File: src/rtl/fetch_queue_unit.sv
// rtl/fetch_queue_unit.sv - instruction fetch with icache/memory fallback, branch pre-decode and 8-deep fetch queue; optional FETCH_PERF_CNT_EN counters
module fetch_queue_unit #(
    parameter int ADDR_WIDTH = 32,
    parameter int INST_WIDTH = 32,
    parameter int QUEUE_LOG  = 3,
    parameter logic [ADDR_WIDTH-1:0] RESET_PC = '0
) (
    input  logic                  clk_in,
    input  logic                  rst_in,
    input  logic                  rdy_in,
    input  logic                  clr_in,
    input  logic [ADDR_WIDTH-1:0] rob_to_if_alter_pc,
    output logic [ADDR_WIDTH-1:0] if_to_ic_addr,
    input  logic                  ic_to_if_hit,
    input  logic [INST_WIDTH-1:0] ic_to_if_hit_inst,
    output logic                  if_to_ic_wr_valid,
    output logic [ADDR_WIDTH-1:0] if_to_ic_wr_addr,
    output logic [INST_WIDTH-1:0] if_to_ic_wr_inst,
    output logic                  if_to_mc_valid,
    output logic [ADDR_WIDTH-1:0] if_to_mc_addr,
    input  logic                  mc_to_if_ready,
    input  logic [INST_WIDTH-1:0] mc_to_if_inst,
    output logic [ADDR_WIDTH-1:0] if_to_pr_pc,
    input  logic                  pr_to_if_taken,
    input  logic                  dc_stall,
    output logic                  if_to_dc_valid,
    output logic [INST_WIDTH-1:0] if_to_dc_inst,
    output logic [ADDR_WIDTH-1:0] if_to_dc_pc,
    output logic                  if_to_dc_pred_br
`ifdef FETCH_PERF_CNT_EN
    ,
    output logic [31:0]           perf_hit_cnt,
    output logic [31:0]           perf_miss_cnt,
    output logic [31:0]           perf_full_stall_cnt
`endif
);
    localparam int DEPTH = 1 << QUEUE_LOG;
    localparam int CW    = QUEUE_LOG + 1;
    localparam logic [6:0] OP_JAL    = 7'b1101111;
    localparam logic [6:0] OP_BRANCH = 7'b1100011;

    typedef enum logic [1:0] {S_IDLE, S_WAIT, S_DISCARD} state_t;

    state_t                state, state_next;
    logic [ADDR_WIDTH-1:0] pc;
    logic [QUEUE_LOG-1:0]  head, tail;
    logic [CW-1:0]         count;
    logic [INST_WIDTH-1:0] q_inst [DEPTH];
    logic [ADDR_WIDTH-1:0] q_pc   [DEPTH];
    logic                  q_pred [DEPTH];

    logic                  full, push, pop, fill, issue;
    logic [INST_WIDTH-1:0] fetch_inst;
    logic [ADDR_WIDTH-1:0] j_imm, b_imm, next_pc;
    logic                  pred;

    assign full             = count[QUEUE_LOG];
    assign if_to_ic_addr    = pc;
    assign if_to_pr_pc      = pc;
    assign if_to_dc_valid   = (count != '0);
    assign if_to_dc_inst    = q_inst[head];
    assign if_to_dc_pc      = q_pc[head];
    assign if_to_dc_pred_br = q_pred[head];
    assign pop              = if_to_dc_valid && !dc_stall && !clr_in;

    // Pre-decode the instruction being pushed: cache data in IDLE, memory data otherwise
    always_comb begin
        fetch_inst = (state == S_IDLE) ? ic_to_if_hit_inst : mc_to_if_inst;
        j_imm = {{(ADDR_WIDTH-20){fetch_inst[31]}}, fetch_inst[19:12], fetch_inst[20],
                 fetch_inst[30:21], 1'b0};
        b_imm = {{(ADDR_WIDTH-12){fetch_inst[31]}}, fetch_inst[7], fetch_inst[30:25],
                 fetch_inst[11:8], 1'b0};
        pred    = 1'b0;
        next_pc = pc + ADDR_WIDTH'(4);
        if (fetch_inst[6:0] == OP_JAL) begin
            pred    = 1'b1;
            next_pc = pc + j_imm;
        end else if (fetch_inst[6:0] == OP_BRANCH) begin
            pred = pr_to_if_taken;
            if (pr_to_if_taken) next_pc = pc + b_imm;
        end
    end

    // FSM state register
    always_ff @(posedge clk_in) begin
        if (rst_in)      state <= S_IDLE;
        else if (rdy_in) state <= state_next;
    end

    // FSM next state; a returning read always ends WAIT/DISCARD, even under flush
    always_comb begin
        state_next = state;
        case (state)
            S_IDLE:    if (issue) state_next = S_WAIT;
            S_WAIT:    if (mc_to_if_ready) state_next = S_IDLE;
                       else if (clr_in)    state_next = S_DISCARD;
            S_DISCARD: if (mc_to_if_ready) state_next = S_IDLE;
            default:   state_next = S_IDLE;
        endcase
    end

    // FSM actions: push into queue, cache fill, new memory request
    always_comb begin
        push  = 1'b0;
        fill  = 1'b0;
        issue = 1'b0;
        case (state)
            S_IDLE: if (!clr_in && !full) begin
                if (ic_to_if_hit) push  = 1'b1;
                else              issue = 1'b1;
            end
            S_WAIT: if (mc_to_if_ready) begin
                fill = 1'b1;
                push = !clr_in;
            end
            S_DISCARD: fill = mc_to_if_ready;
            default: ;
        endcase
    end

    // PC, queue storage/pointers and registered memory/cache interface
    always_ff @(posedge clk_in) begin
        if (rst_in) begin
            pc                <= RESET_PC;
            head              <= '0;
            tail              <= '0;
            count             <= '0;
            if_to_mc_valid    <= 1'b0;
            if_to_mc_addr     <= '0;
            if_to_ic_wr_valid <= 1'b0;
            if_to_ic_wr_addr  <= '0;
            if_to_ic_wr_inst  <= '0;
            for (int i = 0; i < DEPTH; i++) begin
                q_inst[i] <= '0;
                q_pc[i]   <= '0;
                q_pred[i] <= 1'b0;
            end
        end else if (rdy_in) begin
            if (clr_in)    pc <= rob_to_if_alter_pc;
            else if (push) pc <= next_pc;

            if (clr_in) begin
                head  <= '0;
                tail  <= '0;
                count <= '0;
            end else begin
                if (push) begin
                    q_inst[tail] <= fetch_inst;
                    q_pc[tail]   <= pc;
                    q_pred[tail] <= pred;
                    tail         <= tail + 1'b1;
                end
                if (pop) head <= head + 1'b1;
                count <= count + CW'(push) - CW'(pop);
            end

            if (issue) begin
                if_to_mc_valid <= 1'b1;
                if_to_mc_addr  <= pc;
            end else if (fill) begin
                if_to_mc_valid <= 1'b0;
            end

            if_to_ic_wr_valid <= fill;
            if (fill) begin
                if_to_ic_wr_addr <= if_to_mc_addr;
                if_to_ic_wr_inst <= mc_to_if_inst;
            end
        end
    end

`ifdef FETCH_PERF_CNT_EN
    // Saturating event counters: hit pushes, miss requests, full-queue IDLE cycles
    always_ff @(posedge clk_in) begin
        if (rst_in) begin
            perf_hit_cnt        <= '0;
            perf_miss_cnt       <= '0;
            perf_full_stall_cnt <= '0;
        end else if (rdy_in) begin
            if (state == S_IDLE && push && perf_hit_cnt != '1)
                perf_hit_cnt <= perf_hit_cnt + 32'd1;
            if (issue && perf_miss_cnt != '1)
                perf_miss_cnt <= perf_miss_cnt + 32'd1;
            if (state == S_IDLE && !clr_in && full && perf_full_stall_cnt != '1)
                perf_full_stall_cnt <= perf_full_stall_cnt + 32'd1;
        end
    end
`endif
endmodule

File: config.mk
export PLATFORM = sky130hd
export DESIGN_NAME = fetch_queue_unit
export DESIGN_NICKNAME = d
export VERILOG_FILES = /design/src/rtl/fetch_queue_unit.sv
export SDC_FILE = /design/constraint.sdc
export NUM_CORES = 1
export LEC_CHECK = 0
export ABC_AREA = 1
export ABC_CLOCK_PERIOD_IN_PS = 3770
export BUFFER_PORTS_ARGS = -buffer_cell sky130_fd_sc_hd__buf_4
export CORE_UTILIZATION = 55
export CTS_BUF_LIST = sky130_fd_sc_hd__clkbuf_4 sky130_fd_sc_hd__clkbuf_8
export DETAILED_ROUTE_END_ITERATION = 10
export PLACE_DENSITY = 0.75
export SYNTH_ARGS = -nofsm -noshare
export SYNTH_HDL_FRONTEND = slang
export SYNTH_SLANG_ARGS = --single-unit
File: constraint.sdc
create_clock -name clk_in -period 3.77 [get_ports clk_in]
set_clock_uncertainty 0.1 [all_clocks]
set_input_delay 0.5655 -clock clk_in [delete_from_list [all_inputs] [get_ports clk_in]]
set_output_delay 0.5655 -clock clk_in [all_outputs]
set_load 0.05 [all_outputs]
[After elaboration in Yosys (flattened, before gate mapping)]
Memory sizes are Yosys's and may differ from the RTL's. A register that Yosys moved wholly into a read port is not among the register bits.
Cells that the tools add are included.
Word-level totals
  register bits: 142
  memory bits (writable): 520
  output and inout port bits: 228
  input port bits: 104
  memories kept: 3
Memory list
  q_inst: words 8, width 32, rd ports 1, clocked after Yosys merged registers in 1, write ports 8, RTL line 48  | logic [INST_WIDTH-1:0] q_inst [DEPTH];
  q_pc: words 8, width 32, rd ports 1, clocked after Yosys merged registers in 1, write ports 8, RTL line 49  | logic [ADDR_WIDTH-1:0] q_pc [DEPTH];
  q_pred: words 8, width 1, rd ports 1, clocked after Yosys merged registers in 1, write ports 8, RTL line 50  | logic q_pred [DEPTH];
Cells by class
  eq/ne operators: 7
  multiplexer cells: 51
  reductions and logical operators: 20
  add/sub/neg operators: 7
Operator list (number)
  $mux 32: 8
  $add 32x32->32: 2
  $reduce_or 32->1: 2
  $mux 3: 13
  $add 32x3->32 const B: 1
  $mux 1: 22
  $eq 7x7->1 const B: 2
  $reduce_and 2->1: 5
  $mux 2: 4
  $add 3x1->3 const B: 2
  $pmux 2 s3: 1
  $reduce_bool 2->1: 3
  $add 4x1->4: 1
  $mux 4: 1
  $ne 2x2->1 const B: 2
  $pmux 1 s2: 2
  $reduce_and 4->1: 1
  $reduce_bool 4->1: 1
  $sub 4x1->4: 1
  $logic_and 1x1->1: 3
  $logic_not 1->1: 3
  $ne 3x3->1 const B: 1
  $eq 2x1->1 const B: 1
  $eq 2x2->1 const B: 1
  2 further kinds: 2

[Longest topological paths before layout]
  word-level depth: 11
  gate-level depth with buffers: 25

[Least setup slack after synthesis]
OpenSTA, ideal clock, no wires.
  path kind: register to register
  start point: register state[0]
  end point: memory q_inst[0][0] (enable)
  setup slack: 0.031 ns
  cell stages (with the launch flop): 15
  arrival: 3.214 ns
  setup time: 0.425 ns
  clock period less this slack: 3.739 ns
  cells stage by stage: dfxtp_1 -> inv_1 -> ha_1 -> buf_6 -> buf_6 -> nand3_1 -> o21ai_1 -> inv_1 -> nor2_2 -> inv_2 -> nor3_4 -> nand2_1 -> buf_2 -> buf_2 -> nand2_1
RTL lines
  start, declared: RTL line 44  | state_t state, state_next;
  start signal, assigned: RTL line 87  | else if (rdy_in) state <= state_next;
  end, declared: RTL line 48

[Worst setup path in the final report]
  start point: register state[0]
  end point: register pc[18] (netlist: if_to_ic_addr[18])
Between the ends
  cells in the longest elaborated chain, start to end: 8
  elaborated cells between the ends (all ways): 15
Ends and longest elaborated chain
  $logic_not 2->1 (*): RTL line 68  | fetch_inst = (state == S_IDLE) ? ic_to_if_hit_inst : mc_to_if_inst;
  $mux 32 (*): RTL line 68
  named net fetch_inst[28]: RTL line 53  | logic [INST_WIDTH-1:0] fetch_inst;
  $add 32x32->32: RTL line 80  | if (pr_to_if_taken) next_pc = pc + b_imm;
  $mux 32: RTL line 80
  $mux 32: RTL line 78  | end else if (fetch_inst[6:0] == OP_BRANCH) begin
  $mux 32 (*): RTL line 75  | if (fetch_inst[6:0] == OP_JAL) begin
  $mux 32 (*): RTL line 140  | else if (push) pc <= next_pc;
  $mux 32 (*): RTL line 139  | if (clr_in) pc <= rob_to_if_alter_pc;
  end signal, assigned: RTL line 139
  end signal, assigned: RTL line 140
  end, declared: RTL line 45  | logic [ADDR_WIDTH-1:0] pc;
Mark *: on every way through the listed nets, which the timed path passes. The rest lies on a longest branch. The select of a mux whose other input is x is not followed.
A chain may end at the register's enable or synchronous reset.

==> impl_metrics.toml <==
[final_layout]
drive_gt1_frac = 0.1515
layout_common_cells = "1,103 x nor2_1, 520 x edfxtp_1, 501 x nand2_1"
multi_input_comb_area_um2 = 12760
fin_util = 0.6508
nFillCells = 5072
final_net_count = 4504
regArea_um2 = 18530
layout_commonest_cell = "nor2_1"
syn2layout_area_growth_pct = 16.48

[timing]
maxSlewViolCount = 0
setup_viol = 0
rsz0062_at_grt = "yes"
finalCritPeriodShare = 0.9598
clock.fmax_ghz = 0.2764
fin_crit_ns = 3.619
fin_ws_ns = 0.1515
relSlewSlack = 0.3009
worst_pin_slew_ns = 1.049
hold_viol = 0

[flow_run]
cap_violations = 0

[pwr]
p_sw_mw = 5.935
vdd_drop_max_uv = 345.5
cell_internal_pwr_mw = 12.31
power_frac_seq = 0.459
leakage_nw = 16.59
netSwitchingFraction = 0.3253
total_power_mw = 18.25
p_clk_frac = 0.327
cellPowerDensity_nw_per_um2 = 463.6
power_frac_comb = 0.215

[hold_path]
hold_class = "primary input to flop"

[routing]
avgRoutedWirePerCell_um = 21.73
wirelength_um = 113200
via_per_inst = 5.815
num_vias = 30310
detail-route-antenna-nets = 0
drt_iter0_markers = 3581
dr.pass1.iters = 9
drc = 0

[grt]
grt-ovfl-total = 0
grt_pass1_vias = 28080
antenna_found_initial = 3
grt_max_degree = 136
track_usage = 0.3556
grt_pass1_wl_um = 168200

[floorplanning]
fp.dieArea_um2 = 62430
ios = 332
fp.dieW_um = 249.9
start_util = 0.5587
die-height_um = 249.9
core-area_um2 = 60470
rows = 90

[clocking]
cts_tree = "yes"
insertion_delay_ns = 0.72
cts-root-buf = "clkbuf_8"
htree_levels = 3
cts_sinks = 665
cts_inserted_buffers = 103
clkTransAtPathRegs_ns = 0.06
cts_max_path_buffers = 3
cts_hold_buf = 0

[yosys]
netlist_instances = 4047
synthFlopType = "edfxtp_1"
yosys_register_bits = 665
yosysWarnings = 0
synthDistinctLibCells = 47
avgSynthCellArea_um2 = 8.349
synth-edff-count = 520
netlist_area_um2 = 33790
synth_seq_area_share = 0.5481
syn_nets = 4212
async_reset_ff_frac = 0

[place]
dp_hpwl_um = 74850
portBuffers = 331
dpl_worst_slack_ns = 0.1216
gp_congestion = 1.053

[critical_path]
worstSetupEndpointType = "flop"
worstPathArrival_ns = 4.15
path_max_fanout = 10
crit_path_start_kind = "flop"
path_class = "flop to flop"
required_ns = 4.30

[status]
outcome = "complete, no violations"
==> through the flow <==
| stage | hold slack, ns | instance area (um2) | instances | TNS [ns] |
|---|---|---|---|---|
| after floorplan | 0.3414 | 33790 | 4047 | 0 |
| after CTS | 0.0006770 | 39320 | 5209 | 0 |
| after detailed placement | 0.3358 | 37300 | 5015 | 0 |
| final | 0.03828 | 39360 | 5212 | 0 |
| after global placement | 0.3322 | 37300 | 5015 | 0 |
| after global routing | 0.07280 | 39360 | 5212 | -0.05854 |
==> path summary, 6_finish.rpt <==
kind,depth (start not counted),start,endpoint,slack (ns)
max,15,state[0],if_to_ic_addr[18],0.15
min,3,rob_to_if_alter_pc[0],if_to_ic_addr[0],0.04
max reg2reg,15,state[0],if_to_ic_addr[18],0.15
min reg2reg,2,if_to_ic_wr_addr[17],if_to_ic_wr_addr[17],0.35
==> layer usage <==
layer  global-route usage  share of wire  vias up
met4               0.1783          0.052        4
met3              0.06143           0.10      359
li1                     -              -    14020
met1               0.4724           0.39    14120
met2               0.5635           0.46     1804
met5                    0        0.00028        -
==> cell type report <==
class                   count  area share
diodes                      2   0.0001272
clock buffers             152     0.04553
well taps                 782     0.02486
inverters                 374     0.03615
repair buffers            446     0.09271
flip-flops and latches    665      0.4707
multi-input cells        2749      0.3243
clock inverters            42    0.005595
==> sequential cells by signal (all words and copies together) (netlist names), 3 cells and up, named ones only <==
signal and flops:
if_to_ic_addr 32, if_to_ic_wr_addr 32, if_to_ic_wr_inst 32, tail 3, head 3, q_pc 256
q_pred 8, if_to_mc_addr 32, count 4, q_inst 256
==> power by group through the flow <==
stage / Sequential [mW] / Combinational [mW] / Clock (mW)
after floorplan: 8.86 / 2.02 / 0
after global placement: 8.50 / 3.79 / 0
after detailed placement: 8.51 / 3.80 / 0
after CTS: 8.36 / 3.81 / 5.98
after global routing: 8.39 / 4.15 / 6.30
final: 8.37 / 3.92 / 5.96
==> critical path, stage by stage (launching register included) <==
cell and delay, ns:
dfxtp_1 0.36, inv_1 0.08, ha_2 0.28, o21ai_0 0.70
ha_1 0.34, nand2_1 0.18, nor2_1 0.39, nand3_1 0.21
nand3_1 0.22, nand2_1 0.07, nand2_1 0.10, xor2_1 0.20
o21bai_1 0.08, nand2_1 0.09, nand2_1 0.05, a21oi_1 0.11
==> synth_stat cells (all sizes together), types with 19 or more instances <==
cell type / number / area, um2
buf: 98 / 600.6
nor2: 1108 / 4174
a21oi: 217 / 1090
a31oi: 69 / 431.7
clkbuf: 161 / 604.3
nand3: 137 / 695.7
nand2: 518 / 1947
nor3: 26 / 146.4
xor2: 19 / 166.4
inv: 349 / 1313
nand4: 25 / 162.6
clkinv: 25 / 93.84
o22ai: 65 / 406.6
dfxtp: 145 / 2903
edfxtp: 520 / 15610
ha: 58 / 725.7
o21ai: 459 / 2323
==> logic make-up (layout without fill, tap and decap cells) <==
logic type | count (synthesis) | after routing | share of synthesized area
simple gates | 1827 | 1827 | 0.2135
compound gates | 840 | 840 | 0.1325
flops | 665 | 665 | 0.5481
buf+inv | 633 | 1014 | 0.07728
fa+ha+maj | 61 | 61 | 0.02326
xor+xnor | 21 | 21 | 0.005444
other cells | 0 | 2 | 0
==> what timing repair did <==
action / CTS / global route
buffers inserted: 0 / 1
setup endpoints to repair: 0 / 19
gates resized for setup: 0 / 8
Power figures use the tool's default switching activity.
